[config.mk]
export PLATFORM = sky130hd
export DESIGN_NAME = gtfwizard_0_delay_powergood_mc
export DESIGN_NICKNAME = d
export VERILOG_FILES = /design/src/rtl/gtfwizard_0_delay_powergood_mc.sv
export SDC_FILE = /design/constraint.sdc
export NUM_CORES = 1
export LEC_CHECK = 0
export CORE_MARGIN = 4
export CORE_UTILIZATION = 53
export DETAILED_ROUTE_END_ITERATION = 6
export MAX_ROUTING_LAYER = met4
export PLACE_DENSITY = 0.8
export SLEW_MARGIN = 20
export SYNTH_ARGS = -nofsm -noshare
export SYNTH_HDL_FRONTEND = slang
export SYNTH_SLANG_ARGS = --single-unit
[constraint.sdc]
create_clock -name GT_TXOUTCLKPCS -period 2.1 [get_ports GT_TXOUTCLKPCS]
set_input_delay 0.315 -clock GT_TXOUTCLKPCS [delete_from_list [all_inputs] [get_ports GT_TXOUTCLKPCS]]
set_output_delay 0.315 -clock GT_TXOUTCLKPCS [all_outputs]
set_load 0.1 [all_outputs]
[src/rtl/gtfwizard_0_delay_powergood_mc.sv]
// Multi-channel GTPOWERGOOD qualifier: holds the TX PMA safe until each
// channel's power-good has been stable for DELAY_CYCLES, then hands control back.
module gtfwizard_0_delay_powergood_mc #(
    parameter int C_USER_GTPOWERGOOD_DELAY_EN = 1,
    parameter int NUM_CH                      = 4,
    parameter int DELAY_CYCLES                = 256,
    parameter int SYNC_STAGES                 = 3,
    parameter int DROP_CNT_W                  = 8
) (
    input  logic                         GT_TXOUTCLKPCS,
    input  logic                         RESET,
    input  logic [NUM_CH-1:0]            GT_GTPOWERGOOD,
    input  logic [NUM_CH-1:0]            USER_GTTXRESET,
    input  logic [NUM_CH-1:0]            USER_TXPMARESET,
    input  logic [NUM_CH-1:0]            USER_TXPISOPD,
    input  logic [NUM_CH-1:0]            USER_PG_REARM,
    input  logic                         USER_DROP_CNT_CLR,
    output logic [NUM_CH-1:0]            USER_GTPOWERGOOD,
    output logic                         USER_ALL_POWERGOOD,
    output logic [NUM_CH-1:0]            GT_GTTXRESET,
    output logic [NUM_CH-1:0]            GT_TXPMARESET,
    output logic [NUM_CH-1:0]            GT_TXPISOPD,
    output logic [NUM_CH*DROP_CNT_W-1:0] USER_PG_DROP_CNT
);

    localparam int CW = (DELAY_CYCLES > 2) ? $clog2(DELAY_CYCLES) : 1;
    localparam logic [CW-1:0] CNT_LAST = CW'(DELAY_CYCLES - 1);

    typedef enum logic [1:0] {
        S_IDLE,
        S_WAIT,
        S_DONE
    } state_t;

    if (C_USER_GTPOWERGOOD_DELAY_EN == 0) begin : g_bypass
        logic unused_bypass;
        assign unused_bypass = ^{GT_TXOUTCLKPCS, RESET, USER_PG_REARM,
                                 USER_DROP_CNT_CLR};

        assign USER_GTPOWERGOOD   = GT_GTPOWERGOOD;
        assign USER_ALL_POWERGOOD = &GT_GTPOWERGOOD;
        assign GT_GTTXRESET       = USER_GTTXRESET;
        assign GT_TXPMARESET      = USER_TXPMARESET;
        assign GT_TXPISOPD        = USER_TXPISOPD;
        assign USER_PG_DROP_CNT   = '0;
    end else begin : g_delay
        logic [NUM_CH-1:0] done_vec;
        logic              all_r;

        for (genvar c = 0; c < NUM_CH; c++) begin : g_ch
            (* ASYNC_REG = "TRUE", SHREG_EXTRACT = "NO" *)
            logic [SYNC_STAGES-1:0] sync;
            logic                   pg;
            state_t                 state;
            state_t                 state_nx;
            logic [CW-1:0]          cnt;
            logic [CW-1:0]          cnt_nx;
            logic                   drop;
            logic                   done_r;
            logic [DROP_CNT_W-1:0]  drop_cnt;

            always_ff @(posedge GT_TXOUTCLKPCS) begin
                if (RESET) begin
                    sync <= '0;
                end else begin
                    sync <= {sync[SYNC_STAGES-2:0], GT_GTPOWERGOOD[c]};
                end
            end

            assign pg = sync[SYNC_STAGES-1];

            // Re-arm beats the power-good checks and never counts as a drop.
            always_comb begin
                state_nx = state;
                cnt_nx   = cnt;
                drop     = 1'b0;
                unique case (state)
                    S_IDLE: begin
                        if (pg) begin
                            state_nx = S_WAIT;
                            cnt_nx   = '0;
                        end
                    end
                    S_WAIT: begin
                        if (USER_PG_REARM[c] || !pg) begin
                            state_nx = S_IDLE;
                        end else if (cnt == CNT_LAST) begin
                            state_nx = S_DONE;
                        end else begin
                            cnt_nx = cnt + CW'(1);
                        end
                    end
                    S_DONE: begin
                        if (USER_PG_REARM[c]) begin
                            state_nx = S_IDLE;
                        end else if (!pg) begin
                            state_nx = S_IDLE;
                            drop     = 1'b1;
                        end
                    end
                    default: state_nx = S_IDLE;
                endcase
            end

            always_ff @(posedge GT_TXOUTCLKPCS) begin
                if (RESET) begin
                    state  <= S_IDLE;
                    cnt    <= '0;
                    done_r <= 1'b0;
                end else begin
                    state  <= state_nx;
                    cnt    <= cnt_nx;
                    done_r <= (state == S_DONE);
                end
            end

            always_ff @(posedge GT_TXOUTCLKPCS) begin
                if (RESET || USER_DROP_CNT_CLR) begin
                    drop_cnt <= '0;
                end else if (drop && (drop_cnt != '1)) begin
                    drop_cnt <= drop_cnt + DROP_CNT_W'(1);
                end
            end

            assign done_vec[c]         = done_r;
            assign USER_GTPOWERGOOD[c] = done_r;
            assign GT_TXPISOPD[c]      = done_r ? USER_TXPISOPD[c]   : 1'b1;
            assign GT_GTTXRESET[c]     = done_r ? USER_GTTXRESET[c]  : 1'b1;
            assign GT_TXPMARESET[c]    = done_r ? USER_TXPMARESET[c] : 1'b0;
            assign USER_PG_DROP_CNT[c*DROP_CNT_W +: DROP_CNT_W] = drop_cnt;
        end

        always_ff @(posedge GT_TXOUTCLKPCS) begin
            if (RESET) begin
                all_r <= 1'b0;
            end else begin
                all_r <= &done_vec;
            end
        end

        assign USER_ALL_POWERGOOD = all_r;
    end

endmodule
Word level (Yosys, flattened, before mapping)
Cells that the tools add are included.
Word-level totals
  flip-flop bits (word level): 89
  input port bits: 23
  output and inout port bits: 49
  logic and storage cells: 159
Cells by class
  $add $sub $neg: 8
  eq/ne operators: 36
  mux-type cells: 64
  reductions and logical operators: 30
Operators by type and width (number)
  two-way mux 8 bit: 12
  adder 8 x 1 -> 8 bit (second input constant): 8
  case mux 8 bit (2 select lines): 4
  two-way mux 2 bit: 20
  == test 8 bit (second input constant): 4
  != test 8 bit (second input constant): 4
  two-way mux 1 bit: 24
  != test 2 bit (second input constant): 12
  != test 3 bit (second input constant): 8
  case mux 2 bit (3 select lines): 4
  AND reduction 4 bit: 5
  AND reduction 3 bit: 4
  == test 2 x 1 -> 1 bit (second input constant): 4
  == test 2 bit (second input constant): 4
  zero test 2 bit: 4
  nonzero test 2 bit: 4
  logical OR 1 bit: 5
  logical AND 1 bit: 4
  zero test 1 bit: 4

Depth between registers and ports, before layout
Gate-level depths: netlist (run 1).
  depth after elaboration: 4
  gate-level depth with buffers: 6

Least setup slack after synthesis (run 1)
Ideal clock, no wire load.
  path type: register to register
  start: register g_delay.g_ch[0].drop_cnt[0]
  end: register g_delay.g_ch[0].drop_cnt[1]
  setup time: 0.129 ns
  arrival: 2.116 ns
  slack: -0.144 ns
  cell stages (with the launch flop): 6
  path buffers: 0
  clock period less this slack: 2.244 ns
  cells stage by stage: dfxtp_1 ha_1 nand3_1 o21ai_0 mux2i_1 nor2_1
On the way
  cells in the longest elaborated chain, start to end: 2
RTL lines
  start: declaration: line 60  | logic [DROP_CNT_W-1:0] drop_cnt;
  start signal: assignment: line 121  | drop_cnt <= drop_cnt + DROP_CNT_W'(1);
  branches (longest 2 deep; another with adder 8 x 1 -> 8 bit)
Parallel ways; which one is timed is not known.
A chain may end at the register's enable or synchronous reset.

Final worst setup path (run 1)
  start: register g_delay.g_ch[1].sync[2]
  end: register g_delay.g_ch[1].cnt[5]
On the way
  cells in the longest elaborated chain, start to end: 4
RTL lines
  start: declaration: line 52  | logic [SYNC_STAGES-1:0] sync;
  start signal: assignment: line 66  | sync <= {sync[SYNC_STAGES-2:0], GT_GTPOWERGOOD[c]};
  zero test 1 bit
  logical OR 1 bit: line 85  | if (USER_PG_REARM[c] || !pg) begin
  != test 2 bit (no source line)
  AND reduction 4 bit (no source line) *
  end signal: assignment: line 112  | cnt <= cnt_nx;
  end: declaration: line 56  | logic [CW-1:0] cnt;
Mark *: on every way between the ends. The rest lies on a longest branch, timed or not.

==> run_results.csv, run 1 <==
group,metric,value,unit
pwr,irDropWorstVdd,389,uV
logic_synthesis,synth_top_area_cell,"dfxtp_1",
cts,path_clk_slew,0.09,ns
cts,cts_tree,"built",
global_routing,first_global_vias,3537,
placement,port_buffers,71,
timing,rsz0062_at_grt,"false",
routing,drtIter0Drc,135,
logic_synthesis,synth-edff-count,0,
floorplanning,die_area,0.00951,mm2
timing,worstMarginPinSlew,0.607,ns
status,status,"completed",
cts,post-cts-setup-buffers,0,
routing,num_vias,3714,
timing,min_period_over_period,0.845,
setup_path,required,2.38,ns
layout,diodes,0,
logic_synthesis,syn_inst,472,
setup_path,end_kind,"flip-flop",
cts,numCtsBuffers,9,
routing,final_antenna_net_count,0,
pwr,p_per_area,570,mW/mm2
floorplanning,core,0.00777,mm2
layout,finalNetCount,579,
logic_synthesis,yosys_warnings,0,
setup_path,critical_path.max_stage_delay,0.47,ns
floorplanning,die_y,97.5,um
floorplanning,die_w,97.5,um
floorplanning,start_util,0.547,
logic_synthesis,yosys_most_used_dff,"dfxtp_1",
logic_synthesis,syn_area,0.00425,mm2
global_routing,grt-ovfl-total,0,
routing,avgViaCountPerCell,5.67,
run,cap_violations,0,
min_path,hold_class,"flip-flop to flip-flop",
cts,clkLatencyLatePin,0.34,ns
setup_path,worstSetupStartpointType,"flip-flop",
cts,cts-root-buf,"clkbuf_8",
timing,skew,0.0115,ns
routing,drc,0,
timing,slew_headroom,0.585,
global_routing,grt_usage,0.200,
logic_synthesis,ys_types,58,
routing,first_pass_iters,4,
routing,wirelength,9210,um
logic_synthesis,seq_area_frac_synth,0.419,
cts,cts_hold_buffers,0,
cts,cts_max_path_buffers,2,
floorplanning,rows,32,
global_routing,grt_max_degree,45,
timing,setup_viol,0,
placement,dp_slack,0.0342,ns
logic_synthesis,async_flop_share,0,
logic_synthesis,synthesis.nets,503,
global_routing,grt_pass1_wl,15900,um
logic_synthesis,synth.most_common_cell,"dfxtp_1",
setup_path,crit_type,"flip-flop to flip-flop",
layout,area_growth_syn_to_layout,26.0,%
timing,period_minus_slack,1.77,ns
setup_path,crit_chain,"nor2b_1 > o311ai_1 > buf_4 > or4_1 > a21oi_1",
logic_synthesis,yosys_register_bits,89,
timing,tns,0,ns
logic_synthesis,netlist.area_leader.share,0.419,
cts,cts.repair.resized,0,
placement,dpl.hpwl,6740,um
global_routing,antenna_found_initial,0,
timing,finalHoldViolCount,0,
setup_path,cp.arrival,2.05,ns
layout,layout-drive-gt1-share,0.190,
setup_path,cp_max_fo,13,
cts,cts_sinks,89,
logic_synthesis,synth_commonest_cells,"dfxtp_1, nor2_1, a21oi_1, nand2_1, nor2b_1",
timing,maxSlewViolCount,0,
pwr,p_leak,0.00193,uW
timing,clock.fmax,564,MHz
cts,htreeDepth,3,
placement,place_congestion,0.863,
routing,wire_per_inst,14.1,um
setup_path,cp_slowest_cell,"or4_1",
timing,final.setup.worst_slack,0.326,ns
floorplanning,boundaryPins,72,
pwr,power,3050,uW
logic_synthesis,syn_area_per_cell,9.00,um2
logic_synthesis,synth.area.top_cells,"dfxtp_1, xor2_1, nor2b_1",
-- logic make-up after synthesis --
family | share of synthesized area
AND/OR/NAND/NOR | 0.290
AO/OA/AOI/OAI | 0.157
flip-flops | 0.419
buffers and inverters | 0.0327
XOR/XNOR | 0.0557
multiplexers | 0.0215
adder cells (fa/ha/maj) | 0.0236
-- state kept, by name (all words and copies together), names as in the netlist --
register,cells
g_delay.g_ch.cnt,32
g_delay.g_ch.drop_cnt,32
g_delay.g_ch.sync,12
g_delay.g_ch.state,8
g_delay.g_ch.done_r,4
USER_ALL_POWERGOOD,1
-- area by class of cell --
type                    instances  area [um2]
fillers                       613        2410
multi-input cells             353        2330
flip-flops and latches         89        1800
repair buffers                 83         841
clock buffers                  12         165
well taps                     102         128
clock inverters                 4        50.0
inverters                      12        45.0
-- stage by stage --
stage | area [um2] | cells | utilization | hold WS [ns]
after detailed placement | 5140 | 639 | 0.662 | 0.423
after global placement | 5140 | 639 | 0.662 | 0.419
after global routing | 5350 | 655 | 0.689 | 0.463
after CTS | 5350 | 655 | 0.689 | 0.450
final | 5350 | 655 | 0.689 | 0.444
after floorplan | 4260 | 472 | - | 0.392
-- layer usage --
layer	share of wire	track usage
met1	0.45	0.240
met2	0.50	0.337
met3	0.042	0.0359
met4	0.013	0.0703
met5	0	-
-- worst paths after layout --
| kind | depth (start not counted) | slack, ns | endpoint | start |
|---|---|---|---|---|
| max | 5 | 0.33 | g_delay.g_ch[1].cnt[5] | g_delay.g_ch[1].sync[2] |
| min reg2reg | 1 | 0.44 | g_delay.g_ch[1].sync[1] | g_delay.g_ch[1].sync[0] |
| min | 1 | 0.44 | g_delay.g_ch[1].sync[1] | g_delay.g_ch[1].sync[0] |
| max reg2reg | 5 | 0.33 | g_delay.g_ch[1].cnt[5] | g_delay.g_ch[1].sync[2] |
-- critical path, delay by kind of cell, from the launching register on --
family                 cells  cell delay, ns
DFF                        1            0.41
buffers and inverters      1            0.20
and+or+nand+nor            2            0.79
AOI/OAI and AO/OA          2            0.31
-- placed cells by master (no fill, tap or decap), types with 3 or more instances in the layout --
master           instances
xor2_1                  22
nand4bb_1                3
clkbuf_8                12
dfxtp_1                 77
o2111ai_1                7
nor3b_1                  4
and3_1                   9
nor2_1                  40
buf_4                   48
nand4b_1                 3
o21a_1                   4
buf_12                  13
or4_1                    8
nor4b_1                  4
a21oi_1                 28
mux2i_1                  8
nor2b_1                 25
o311ai_1                 3
nor3_1                   3
o211ai_1                 9
o31ai_1                  8
a31oi_1                  3
or2_2                    3
inv_1                   12
clkdlybuf4s50_1         22
or3_1                   15
ha_1                     8
dfxtp_2                 12
a21o_1                   3
xnor2_1                  5
nand2b_1                 9
nand3_1                 23
nand2_1                 27
o21ai_0                 20
nand4_1                 12
and2_1                  11
-- power by group --
part           switching [uW]  leakage (uW)  internal, uW  total [uW]
clock network             568      0.000105           646        1210
registers                9.92      0.000725          1700        1710
logic                    59.4       0.00110          68.8         128
total                     637       0.00193          2410        3050
(Power assumes the default switching activity.)
==> inputs of run 2 (changes only) <==
==> constraint.sdc (replaced) <==
create_clock -name GT_TXOUTCLKPCS -period 1.8 [get_ports GT_TXOUTCLKPCS]
set_input_delay 0.27 -clock GT_TXOUTCLKPCS [delete_from_list [all_inputs] [get_ports GT_TXOUTCLKPCS]]
set_output_delay 0.27 -clock GT_TXOUTCLKPCS [all_outputs]
set_load 0.1 [all_outputs]
==> run 2 against run 1 <==
Hold slack lost 0.0023 ns. Fmax grew 6.4%. Sequential cell count is the same. Critical endpoint is now g_delay.g_ch[0].drop_cnt[6]. Largest cell class unchanged. Largest power group unchanged.
==> run_results.csv, run 2 (synthesis results as in run 1) <==
group,metric,value,unit
run,cap_violations,0,
cts,cts_max_path_buffers,2,
layout,final_cell_mix,"buf_4, dfxtp_1, nor2_1, a21oi_1, nand2_1",
pwr,p_leak,0.00208,uW
cts,cts_tree,"built",
setup_path,r2r_start,"g_delay.g_ch[0].state[0]",
timing,maxSlewViolCount,0,
timing,period_minus_slack,1.67,ns
global_routing,first_global_vias,3671,
floorplanning,die_y,97.5,um
placement,dpl.hpwl,7140,um
routing,drtIter0Drc,138,
setup_path,reg2reg_slack,0.13,ns
cts,numCtsBuffers,9,
layout,finalNetCount,601,
floorplanning,boundaryPins,72,
layout,area_growth_syn_to_layout,34.0,%
layout,fin_util,0.733,
floorplanning,start_util,0.547,
routing,wire_per_inst,14.0,um
min_path,hold_class,"flip-flop to flip-flop",
layout,fin_area,0.00569,mm2
pwr,irDropWorstVdd,412,uV
min_path,whs_endpoint,"g_delay.g_ch[0].sync[1]",
timing,worst_hold_slack,0.442,ns
setup_path,required,2.01,ns
global_routing,antenna_found_initial,0,
global_routing,grt_max_degree,35,
timing,min_period_over_period,0.927,
setup_path,critical_path.max_stage_delay,0.59,ns
floorplanning,rows,32,
cts,htreeDepth,3,
timing,setup_viol,0,
setup_path,cp.arrival,1.88,ns
timing,clock.fmax,600,MHz
timing,tns,0,ns
cts,cts-root-buf,"clkbuf_8",
routing,wirelength,9480,um
global_routing,grt_pass1_wl,16500,um
cts,clkLatencyLatePin,0.35,ns
routing,num_vias,3807,
cts,path_clk_slew,0.08,ns
setup_path,crit_type,"flip-flop to flip-flop",
setup_path,r2r_cells,4,
floorplanning,die_w,97.5,um
pwr,p_per_area,612,mW/mm2
layout,reg.largest.list,"g_delay.g_ch.cnt x32, g_delay.g_ch.drop_cnt x32, g_delay.g_ch.sync x12",
setup_path,cp_slowest_cell,"or4b_4",
routing,avgViaCountPerCell,5.62,
setup_path,reg2reg_to,"g_delay.g_ch[0].drop_cnt[6]",
setup_path,cp_max_fo,7,
timing,rsz0062_at_grt,"false",
min_path,hold_depth,1,
global_routing,grt-ovfl-total,0,
setup_path,end_kind,"flip-flop",
timing,finalHoldViolCount,0,
global_routing,grt_usage,0.207,
routing,final_antenna_net_count,0,
timing,slew_headroom,0.600,
status,status,"completed",
setup_path,worstSetupStartpointType,"flip-flop",
layout,final_common_cell,"buf_4",
routing,drc,0,
timing,skew,0.0132,ns
cts,cts_sinks,89,
routing,first_pass_iters,4,
layout,layout-drive-gt1-share,0.259,
placement,place_area,0.00547,mm2
placement,port_buffers,71,
setup_path,crit_chain,"or4b_4 > a2111oi_4 > xnor2_1 > nor2_1",
floorplanning,core,0.00777,mm2
layout,diodes,0,
cts,cts_hold_buffers,0,
timing,worstMarginPinSlew,0.600,ns
min_path,hp-start,"g_delay.g_ch[0].sync[0]",
placement,place_congestion,0.868,
floorplanning,die_area,0.00951,mm2
[run 2: cell types whose count changed in the layout (fill, tap and decap cells not counted), moves of 3 or more]
| cell | previous run | this run |
|---|---|---|
| clkbuf_8 | 12 | 9 |
| buf_4 | 48 | 60 |
| dfxtp_1 | 77 | 58 |
| buf_12 | 13 | 23 |
| dfxtp_4 | 0 | 6 |
| dfxtp_2 | 12 | 25 |
[run 2: area by class of cell]
type | count | area, um2
inverters | 12 | 45.0
multi-input cells | 353 | 2360
flip-flops and latches | 89 | 1840
clock buffers | 9 | 124
repair buffers | 105 | 1130
well taps | 102 | 128
clock inverters | 7 | 70.1
fillers | 571 | 2070
[run 2: critical path: cells and delay by family, from the launching register on]
| kind | cells | cell delay [ns] |
|---|---|---|
| XOR/XNOR | 1 | 0.16 |
| flip-flops | 1 | 0.38 |
| AO/OA/AOI/OAI | 1 | 0.37 |
| AND/OR/NAND/NOR | 2 | 0.64 |
[run 2: how the worst max path moves through the flow]
stage                                start                           to  slack [ns]
2_1_floorplan  g_delay.g_ch[3].drop_cnt[7]  g_delay.g_ch[3].drop_cnt[7]        0.03
3_3_place_gp              USER_PG_REARM[0]  g_delay.g_ch[0].drop_cnt[6]       -0.17
3_5_place_dp              USER_PG_REARM[0]  g_delay.g_ch[0].drop_cnt[6]       -0.21
4_1_cts             g_delay.g_ch[1].cnt[0]       g_delay.g_ch[1].cnt[0]        0.05
5_1_grt             g_delay.g_ch[3].cnt[0]       g_delay.g_ch[3].cnt[4]        0.02
6_report          g_delay.g_ch[0].state[0]  g_delay.g_ch[0].drop_cnt[6]        0.13
[run 2: power breakdown]
group	internal, uW	total (uW)	switching, uW
combinational	88.6	162	73.0
sequential	1970	1980	10.3
clock	642	1340	696
total	2700	3480	779
[run 2: repair_timing]
| item | in CTS | in global routing |
|---|---|---|
| hold endpoints to repair | 0 | 0 |
| endpoints found under the setup margin | 5 | 14 |
| setup buffers | 0 | 0 |
| resized for setup | 1 | 5 |
[run 2: metal layers]
metal | part of all wire | vias up | track usage
met3 | 0.045 | 13 | 0.0431
met1 | 0.45 | 1799 | 0.247
met2 | 0.50 | 81 | 0.350
li1 | - | 1914 | -
met5 | 0 | - | -
met4 | 0.012 | 0 | 0.0639
[run 2: stage by stage]
stage               worst slack (ns)  power (uW)  instances
finish                         0.132        3480        677
global route                  0.0207        3630        677
CTS                           0.0550        3520        677
detailed placement            -0.210        2190        661
global placement              -0.171        2180        661
floorplan                     0.0294        2100        472
==> inputs of run 3 (changes only) <==
--- a/config.mk
+++ b/config.mk
@@ -10,6 +10,7 @@
 export DETAILED_ROUTE_END_ITERATION = 6
 export MAX_ROUTING_LAYER = met4
 export PLACE_DENSITY = 0.8
+export SKIP_CTS_REPAIR_TIMING = 1
 export SLEW_MARGIN = 20
 export SYNTH_ARGS = -nofsm -noshare
 export SYNTH_HDL_FRONTEND = slang
==> constraint.sdc (replaced) <==
create_clock -name GT_TXOUTCLKPCS -period 1.9 [get_ports GT_TXOUTCLKPCS]
set_input_delay 0.285 -clock GT_TXOUTCLKPCS [delete_from_list [all_inputs] [get_ports GT_TXOUTCLKPCS]]
set_output_delay 0.285 -clock GT_TXOUTCLKPCS [all_outputs]
set_load 0.1 [all_outputs]
==> run 3 against run 2 <==
Die area did not move. Clock-buffer cell count is 1 higher. Cell count is 1.6% lower. Sequential share of layout area is 1.1 points higher. Worst setup slack improved by 0.021 ns. Sequential power fell by 5%. Clock skew is essentially flat. Wire length fell by 2.5%. Highest routed layer unchanged.
==> run_results.csv, run 3 (synthesis results as in run 1) <==
group,metric,value,unit
setup_path,worstSetupStartpointType,"flip-flop",
pwr,p_seq_frac,0.566,
pwr,irDropWorstVdd,314,uV
pwr,p_leak,0.00199,uW
timing,period_minus_slack,1.75,ns
routing,drtIter0Drc,209,
placement,place_congestion,0.826,
layout,finalNetCount,591,
status,status,"completed",
cts,htreeDepth,3,
routing,avgViaCountPerCell,5.72,
global_routing,grt_usage,0.203,
routing,num_vias,3807,
timing,min_period_over_period,0.920,
global_routing,antenna_found_initial,0,
floorplanning,die_w,97.5,um
min_path,hold_depth,1,
setup_path,crit_family,"simple AND/OR/NAND/NOR gates",
setup_path,path_buf_inv,1,
layout,fillers,644,
timing,final.setup.worst_slack,0.153,ns
timing,skew,0.0136,ns
setup_path,critical_path.max_stage_delay,0.49,ns
pwr,switching_share,0.223,
timing,finalHoldViolCount,0,
setup_path,crit_chain,"ha_1 > nand4_1 > o311ai_1 > buf_4 > or4_1 > a21oi_1",
pwr,p_per_area,611,mW/mm2
placement,dpl.hpwl,6800,um
floorplanning,start_util,0.547,
setup_path,required,2.20,ns
routing,drc,0,
floorplanning,boundaryPins,72,
run,cap_violations,0,
placement,dp_slack,-0.104,ns
setup_path,cp_slowest_cell,"or4_1",
floorplanning,die_area,0.00951,mm2
min_path,hold_class,"flip-flop to flip-flop",
layout,layout-drive-gt1-share,0.241,
setup_path,reg2reg_to,"g_delay.g_ch[0].cnt[7]",
pwr,power.switching,744,uW
timing,clock.fmax,572,MHz
setup_path,crit_type,"flip-flop to flip-flop",
layout,area_growth_syn_to_layout,28.5,%
layout,final_cells,666,
floorplanning,die_y,97.5,um
cts,cts_max_path_buffers,2,
routing,wire_per_inst,13.9,um
cts,path_clk_slew,0.09,ns
routing,wirelength,9240,um
setup_path,reg2reg_slack,0.15,ns
placement,dpl.cell_count,651,
layout,final_common_cell,"buf_4",
timing,worstMarginPinSlew,0.613,ns
min_path,whs_endpoint,"g_delay.g_ch[0].sync[1]",
timing,slew_headroom,0.591,
timing,rsz0062_at_grt,"false",
setup_path,end_kind,"flip-flop",
cts,cts-root-buf,"clkbuf_8",
layout,final_cell_mix,"buf_4, dfxtp_1, nor2_1, dfxtp_2, a21oi_1",
setup_path,cp.arrival,2.05,ns
layout,reg.largest.list,"g_delay.g_ch.cnt x32, g_delay.g_ch.drop_cnt x32, g_delay.g_ch.sync x12",
cts,cts_tree,"built",
timing,setup_viol,0,
pwr,power_frac_clock,0.390,
global_routing,grt_pass1_wl,15900,um
floorplanning,rows,32,
global_routing,first_global_vias,3567,
placement,port_buffers,71,
floorplanning,core,0.00777,mm2
setup_path,r2r_start,"g_delay.g_ch[0].cnt[0]",
min_path,hp-start,"g_delay.g_ch[0].sync[0]",
setup_path,cp_max_fo,13,
pwr,comb_power_share,0.044,
cts,numCtsBuffers,9,
layout,diodes,0,
global_routing,grt-ovfl-total,0,
pwr,power.internal,2590,uW
global_routing,grt_max_degree,33,
routing,final_antenna_net_count,0,
cts,clkLatencyLatePin,0.36,ns
setup_path,r2r_cells,6,
routing,first_pass_iters,4,
cts,cts_sinks,89,
timing,maxSlewViolCount,0,
[run 3: cell count changes in the layout (fill, tap and decap cells not counted), sizes merged]
cell,before,now
inv,13,12
buf,83,73
clkinv,4,3
clkbuf,9,10
[run 3: stage by stage]
step / TNS [ns] / hold WS (ns) / area [um2] / total power, uW / util
after floorplan: 0 / 0.362 / 4290 / 2000 / -
after global placement: -0.317 / 0.416 / 5250 / 2080 / 0.676
after detailed placement: -0.731 / 0.427 / 5250 / 2080 / 0.676
after CTS: 0 / 0.448 / 5450 / 3360 / 0.701
after global routing: 0 / 0.461 / 5460 / 3450 / 0.703
final: 0 / 0.443 / 5460 / 3340 / 0.703
[run 3: worst max path at each step]
stage                           startpoint                          end  slack [ns]  cells after the start
2_1_floorplan  g_delay.g_ch[3].drop_cnt[2]  g_delay.g_ch[3].drop_cnt[5]        0.02                      3
3_3_place_gp              USER_PG_REARM[0]  g_delay.g_ch[0].drop_cnt[6]       -0.08                      5
3_5_place_dp              USER_PG_REARM[0]  g_delay.g_ch[0].drop_cnt[6]       -0.10                      5
4_1_cts             g_delay.g_ch[2].cnt[0]       g_delay.g_ch[2].cnt[0]        0.03                      6
5_1_grt             g_delay.g_ch[0].cnt[0]       g_delay.g_ch[0].cnt[6]        0.06                      5
6_report            g_delay.g_ch[0].cnt[0]       g_delay.g_ch[0].cnt[7]        0.15                      6
[run 3: power groups by stage]
stage          combinational [uW]  sequential (uW)  clock [uW]
2_1_floorplan                71.0             1930           0
3_3_place_gp                  145             1930           0
3_5_place_dp                  148             1930           0
4_1_cts                       148             1890        1330
5_1_grt                       161             1890        1400
6_report                      147             1890        1300
[run 3: final cells by class]
class / count / area [um2] / share of cell area
inverter: 12 / 45.0 / 0.00825
sequential: 89 / 1820 / 0.333
multi-input combinational: 353 / 2340 / 0.429
timing repair buffer: 95 / 931 / 0.170
clock buffer: 10 / 138 / 0.0252
tap: 102 / 128 / 0.0234
clock inverter: 5 / 56.3 / 0.0103
[run 3: worst register-to-register path, cell delays in order (launching register included)]
cell      delay, ns
dfxtp_1        0.36
ha_1           0.24
nand4_1        0.17
o311ai_1       0.10
buf_4          0.19
or4_1          0.49
a21oi_1        0.15
[run 3: metal layers]
metal	track usage	up-vias	share of wire
met3	0.0337	10	0.059
met2	0.324	112	0.48
li1	-	1896	-
met5	-	-	0
met1	0.256	1789	0.45
met4	0.0799	0	0.012
==> RTL change 1, RTL diff (flow settings as in run 1) <==
Make the reset (`RESET`) asynchronous in 3 clocked blocks.
--- a/src/rtl/gtfwizard_0_delay_powergood_mc.sv
+++ b/src/rtl/gtfwizard_0_delay_powergood_mc.sv
@@ -59,7 +59,7 @@
             logic                   done_r;
             logic [DROP_CNT_W-1:0]  drop_cnt;
 
-            always_ff @(posedge GT_TXOUTCLKPCS) begin
+            always_ff @(posedge GT_TXOUTCLKPCS or posedge RESET) begin
                 if (RESET) begin
                     sync <= '0;
                 end else begin
@@ -102,7 +102,7 @@
                 endcase
             end
 
-            always_ff @(posedge GT_TXOUTCLKPCS) begin
+            always_ff @(posedge GT_TXOUTCLKPCS or posedge RESET) begin
                 if (RESET) begin
                     state  <= S_IDLE;
                     cnt    <= '0;
@@ -130,7 +130,7 @@
             assign USER_PG_DROP_CNT[c*DROP_CNT_W +: DROP_CNT_W] = drop_cnt;
         end
 
-        always_ff @(posedge GT_TXOUTCLKPCS) begin
+        always_ff @(posedge GT_TXOUTCLKPCS or posedge RESET) begin
             if (RESET) begin
                 all_r <= 1'b0;
             end else begin
Behaviour: same outputs for any inputs over 10 cycles, from zero or initial values and one cycle with RESET high; that may be too few to reach the edited logic, so the function may still have changed.
==> RTL change 1 against run 1 <==
  * Worst setup slack better by 0.032 ns
  * Utilization increased by 0.25 points
  * First-iteration DRC count is 36% higher
  * Non-clock buffer count did not move
  * Cell area up 1.4%
  * Wire length increased by 2.8%
  * Synthesized area up 1.7%
  * Sequential cell count unchanged
  * Total power increased by 3.8%
  * Critical path type unchanged
  * Largest cell class unchanged
  * Largest power group unchanged
==> RTL change 1: results (changes against run 1) <==
* Worst reg-to-reg path cell count at 6 (was 5)
* Synth Net Count at 476 (was 503)
* Hold path endpoint: g_delay.g_ch[2].sync[1] (was g_delay.g_ch[1].sync[1])
* Post-place setup slack at 0.0574 ns (was 0.0342 ns)
* Met1 Use GR at 28.4% (was 24.0%)
* Drt first pass iters at 4 (unchanged)
* Via/cell ratio at 5.77 (was 5.67)
* GR Util met2 at 33.0% (was 33.7%)
* Layout net count at 560 (was 579)
* Reg2reg end: g_delay.g_ch[0].cnt[2] (was g_delay.g_ch[1].cnt[5])
* Vias in the first global route at 3,595 (was 3,537)
* Avg Cell Area, Syn at 9.71 µm² (was 9.00 µm²)
* Hold WS at 0.351 ns (was 0.444 ns)
* Asr flop ratio synth at 64.0% (was 0%)
* Clock skew at 0.0102 ns (was 0.0115 ns)
* Total global-route track usage at 21.2% (was 20.0%)
* CP max FO at 5 (was 13)
* Hold depth at 0 (was 1)
* Met2 wire len at 4380 µm (was 4580 µm)
* Clock Latency Late Sink at 0.35 ns
* Relative slew slack at 68.9% (was 58.5%)
* Post-Place Cell Area at 0.00523 mm² (was 0.00514 mm²)
* TritonCTS Buffers at 9 (unchanged)
* Synth top area cells: dfrtp_1 33%, dfxtp_1 15%, nand2_1 3.7% (was dfxtp_1 42%, xor2_1 4.5%, nor2b_1 3.7%)
* Ant diodes at 0 (unchanged)
* Total Neg Setup Slack at 0 ns (unchanged)
* Met1 WL at 4510 µm (was 4120 µm)
* Clk buf depth at 2 (unchanged)
* Inst Count DP at 620 (was 639)
* Final setup violation count at 0 (unchanged)
* Number of antenna violations at the first check in global routing at 0 (unchanged)
* Post-DP HPWL at 7080 µm (was 6740 µm)
* # Post-CTS Setup Buffers at 0 (unchanged)
* Hold Path Origin: g_delay.g_ch[2].sync[0] (was g_delay.g_ch[1].sync[0])
* Top cells by count, synth: 57 x dfrtp_1, 43 x nand2_1, 32 x dfxtp_1 (was 89 x dfxtp_1, 40 x nor2_1, 28 x a21oi_1)
* Critical path data arrival time at 1.97 ns (was 2.05 ns)
* Drt total wl at 9470 µm (was 9210 µm)
* Largest net degree at the start of global routing at 37 (was 45)
* Synth unique cells at 56 (was 58)
* Peak supply drop at 0.336 mV (was 0.389 mV)
* Lkg Pwr at 2.24 nW (was 1.93 nW)
* R2R Setup Slk at 0.36 ns (was 0.33 ns)
* Worst-path clk slew at 0.08 ns
* Reg2reg start: g_delay.g_ch[0].cnt[0] (was g_delay.g_ch[1].sync[2])
* Most common cell in the synthesized netlist: dfrtp_1 (was dfxtp_1)
* Ratio of cells with drive above 1 in the final layout at 16.7% (was 19.0%)
* GPL Wtd Cong at 0.866 (was 0.863)
* Register area share after synthesis at 47.8% (was 41.9%)
* Fillers at 646 (was 613)
* Met3 wire len at 427 µm (was 387 µm)
* Met3 GRT Util at 3.50% (was 3.59%)
* Clk Tree Root Cell: clkbuf_8 (unchanged)
* Type of the tightest min-delay check: register to register (unchanged)
* Final cell count without fillers at 636 (was 655)
* First-pass GRT wire length at 16,600 µm (was 15,900 µm)
* Status: finished, final reports clean (unchanged)
* Initial DRC Count at 184 (was 135)
==> RTL change 1: logic make-up after synthesis <==
group                      Yosys count  share of synthesized area (%)
and+or+nand+nor                    208                           28.2
AOI/OAI and AO/OA                   96                           14.7
DFF                                 89                           47.8
buffers and inverters               23                           2.43
xor gates and xnor gates            14                           2.84
adders and majority gates            8                           2.32
muxes                                7                           1.65
==> RTL change 1: where the power goes <==
| group | switching (mW) | internal, mW |
|---|---|---|
| clock | 0.567 | 0.626 |
| combinational | 0.106 | 0.0883 |
| sequential | 0.0405 | 1.74 |
| total | 0.713 | 2.45 |
==> RTL change 1: worst max-delay path, stage by stage (launching register included) <==
cell	delay [ns]
dfrtp_1	0.42
ha_1	0.26
and3_1	0.21
a211oi_1	0.23
buf_4	0.16
a21oi_1	0.06
a2bb2o_1	0.29
==> RTL change 1: how the worst max path moves through the flow <==
stage / depth (start not counted) / startpoint / slack (ns) / to
after CTS: 6 / g_delay.g_ch[0].cnt[0] / 0.35 / g_delay.g_ch[0].cnt[2]
final: 6 / g_delay.g_ch[0].cnt[0] / 0.36 / g_delay.g_ch[0].cnt[2]
after global routing: 4 / g_delay.g_ch[2].state[1] / 0.23 / g_delay.g_ch[2].cnt[7]
after detailed placement: 5 / USER_PG_REARM[3] / 0.06 / g_delay.g_ch[3].drop_cnt[7]
after global placement: 5 / USER_PG_REARM[3] / 0.11 / g_delay.g_ch[3].drop_cnt[7]
after floorplan: 3 / g_delay.g_ch[3].drop_cnt[2] / -0.02 / g_delay.g_ch[3].drop_cnt[7]
==> RTL change 1: final cells by class <==
type	instances	area [µm²]	area share, %
clock buffer	14	164	3.02
clock inverter	2	37.5	0.691
inverter	13	48.8	0.899
multi-input combinational	333	2150	39.6
sequential	89	2070	38.2
tap	102	128	2.35
timing repair buffer	83	828	15.3
==> RTL change 2, RTL diff (settings of run 1) <==
Without the edit above. `DELAY_CYCLES`: 256 -> 512.
--- a/src/rtl/gtfwizard_0_delay_powergood_mc.sv
+++ b/src/rtl/gtfwizard_0_delay_powergood_mc.sv
@@ -3,7 +3,7 @@
 module gtfwizard_0_delay_powergood_mc #(
     parameter int C_USER_GTPOWERGOOD_DELAY_EN = 1,
     parameter int NUM_CH                      = 4,
-    parameter int DELAY_CYCLES                = 256,
+    parameter int DELAY_CYCLES                = 512,
     parameter int SYNC_STAGES                 = 3,
     parameter int DROP_CNT_W                  = 8
 ) (
Function: same outputs for any inputs over 10 cycles, from zero or initial values and one cycle with RESET high; that may be too few to reach the edited logic, so the function may still have changed.
==> RTL change 2 against run 1 <==
  * Worst setup slack lost 0.28 ns
  * Cell area shrank 0.12%
  * Worst hold slack lost 0.0025 ns
  * Sequential share of layout area grew 1.5 points
  * Sequential power grew 4%
  * Global-route usage shrank 0.86 points
  * Sequential cell count grew 4
  * Wire length shrank 7.0%
  * Die area shrank 2.2%
  * Total power grew 1.3%
  * Synthesized area shrank 2.4%
  * Critical path type unchanged
==> RTL change 2: results (changes against run 1) <==
* Drt total wl at 8560 µm (was 9210 µm)
* GR Util met2 at 31.7% (was 33.7%)
* Met1 Use GR at 23.6% (was 24.0%)
* Hold path endpoint: g_delay.g_ch[2].sync[2] (was g_delay.g_ch[1].sync[1])
* Peak supply drop at 0.424 mV (was 0.389 mV)
* Synth Net Count at 499 (was 503)
* Layout net count at 587 (was 579)
* Initial DRC Count at 110 (was 135)
* Hold Path Origin: g_delay.g_ch[2].sync[1] (was g_delay.g_ch[1].sync[0])
* R2R Setup Slk at 0.05 ns (was 0.33 ns)
* Sw frac at 21.8% (was 20.9%)
* Clock skew at 0.00927 ns (was 0.0115 ns)
* Ratio of cells with drive above 1 in the final layout at 20.5% (was 19.0%)
* Final cell count without fillers at 656 (was 655)
* Met3 GRT Util at 4.34% (was 3.59%)
* Critical path data arrival time at 2.34 ns (was 2.05 ns)
* Synth unique cells at 42 (was 58)
* Relative slew slack at 51.9% (was 58.5%)
* Register area share after synthesis at 44.9% (was 41.9%)
* Worst reg-to-reg path cell count at 9 (was 5)
* Inst Count DP at 636 (was 639)
* Post-DP HPWL at 6180 µm (was 6740 µm)
* GPL Wtd Cong at 0.846 (was 0.863)
* Total global-route track usage at 19.2% (was 20.0%)
* Post-Place Cell Area at 0.00507 mm² (was 0.00514 mm²)
* Status: finished, final reports clean (unchanged)
* CP max FO at 3 (was 13)
==> RTL change 2: power by group through the flow <==
stage / Clock (mW) / Sequential [mW] / Combinational, mW
after global placement: 0 / 1.82 / 0.112
after detailed placement: 0 / 1.82 / 0.113
after floorplan: 0 / 1.82 / 0.0487
after CTS: 1.23 / 1.78 / 0.114
after global routing: 1.31 / 1.78 / 0.126
final: 1.19 / 1.78 / 0.115
==> RTL change 2: area by class of cell <==
cell class / instances / area [µm²]
Inverter: 2 / 7.51
Clock buffer: 11 / 141
Sequential cell: 93 / 1870
Tap cell: 99 / 124
Fill cell: 574 / 2060
Clock inverter: 5 / 60.1
Timing Repair Buffer: 89 / 886
Multi-Input combinational cell: 357 / 2250
==> RTL change 2: cell families after synthesis <==
kind of cell	synth area share, %
xor+xnor	6.34
flops	44.9
simple gates	31.7
compound gates	10.2
buf+inv	1.63
fa+ha+maj	3.62
mux	1.69
==> RTL change 2: critical path: stages (launching register included) <==
cell and delay [ns]:
dfxtp_2 0.34, ha_1 0.21, and2_4 0.17, nand2_1 0.06
nor2_1 0.04, ha_2 0.19, o21ai_2 0.14, or3b_4 0.39
or3_1 0.32, a21oi_1 0.13
==> RTL change 2: per-stage QoR <==
stage | TNS (ns) | setup slack [ns]
final | 0 | 0.0461
after global routing | -0.0846 | -0.0450
after CTS | 0 | 0.00659
after detailed placement | 0 | 0.0147
after global placement | 0 | 0.0712
after floorplan | 0 | 0.000202
==> RTL change 2: what timing repair did <==
action,in CTS,in global routing
endpoints found under the setup margin,1,7
hold buffers,0,0
pin swaps,0,6
setup buffers,0,4
resized for setup,2,16
==> RTL change 2: metal layers <==
metal  up-vias  share of wire [%]
li1       1827                  -
met1      1655                 46
met2        56                 49
met3         8                4.0
met4         0               0.97
met5         -                  0
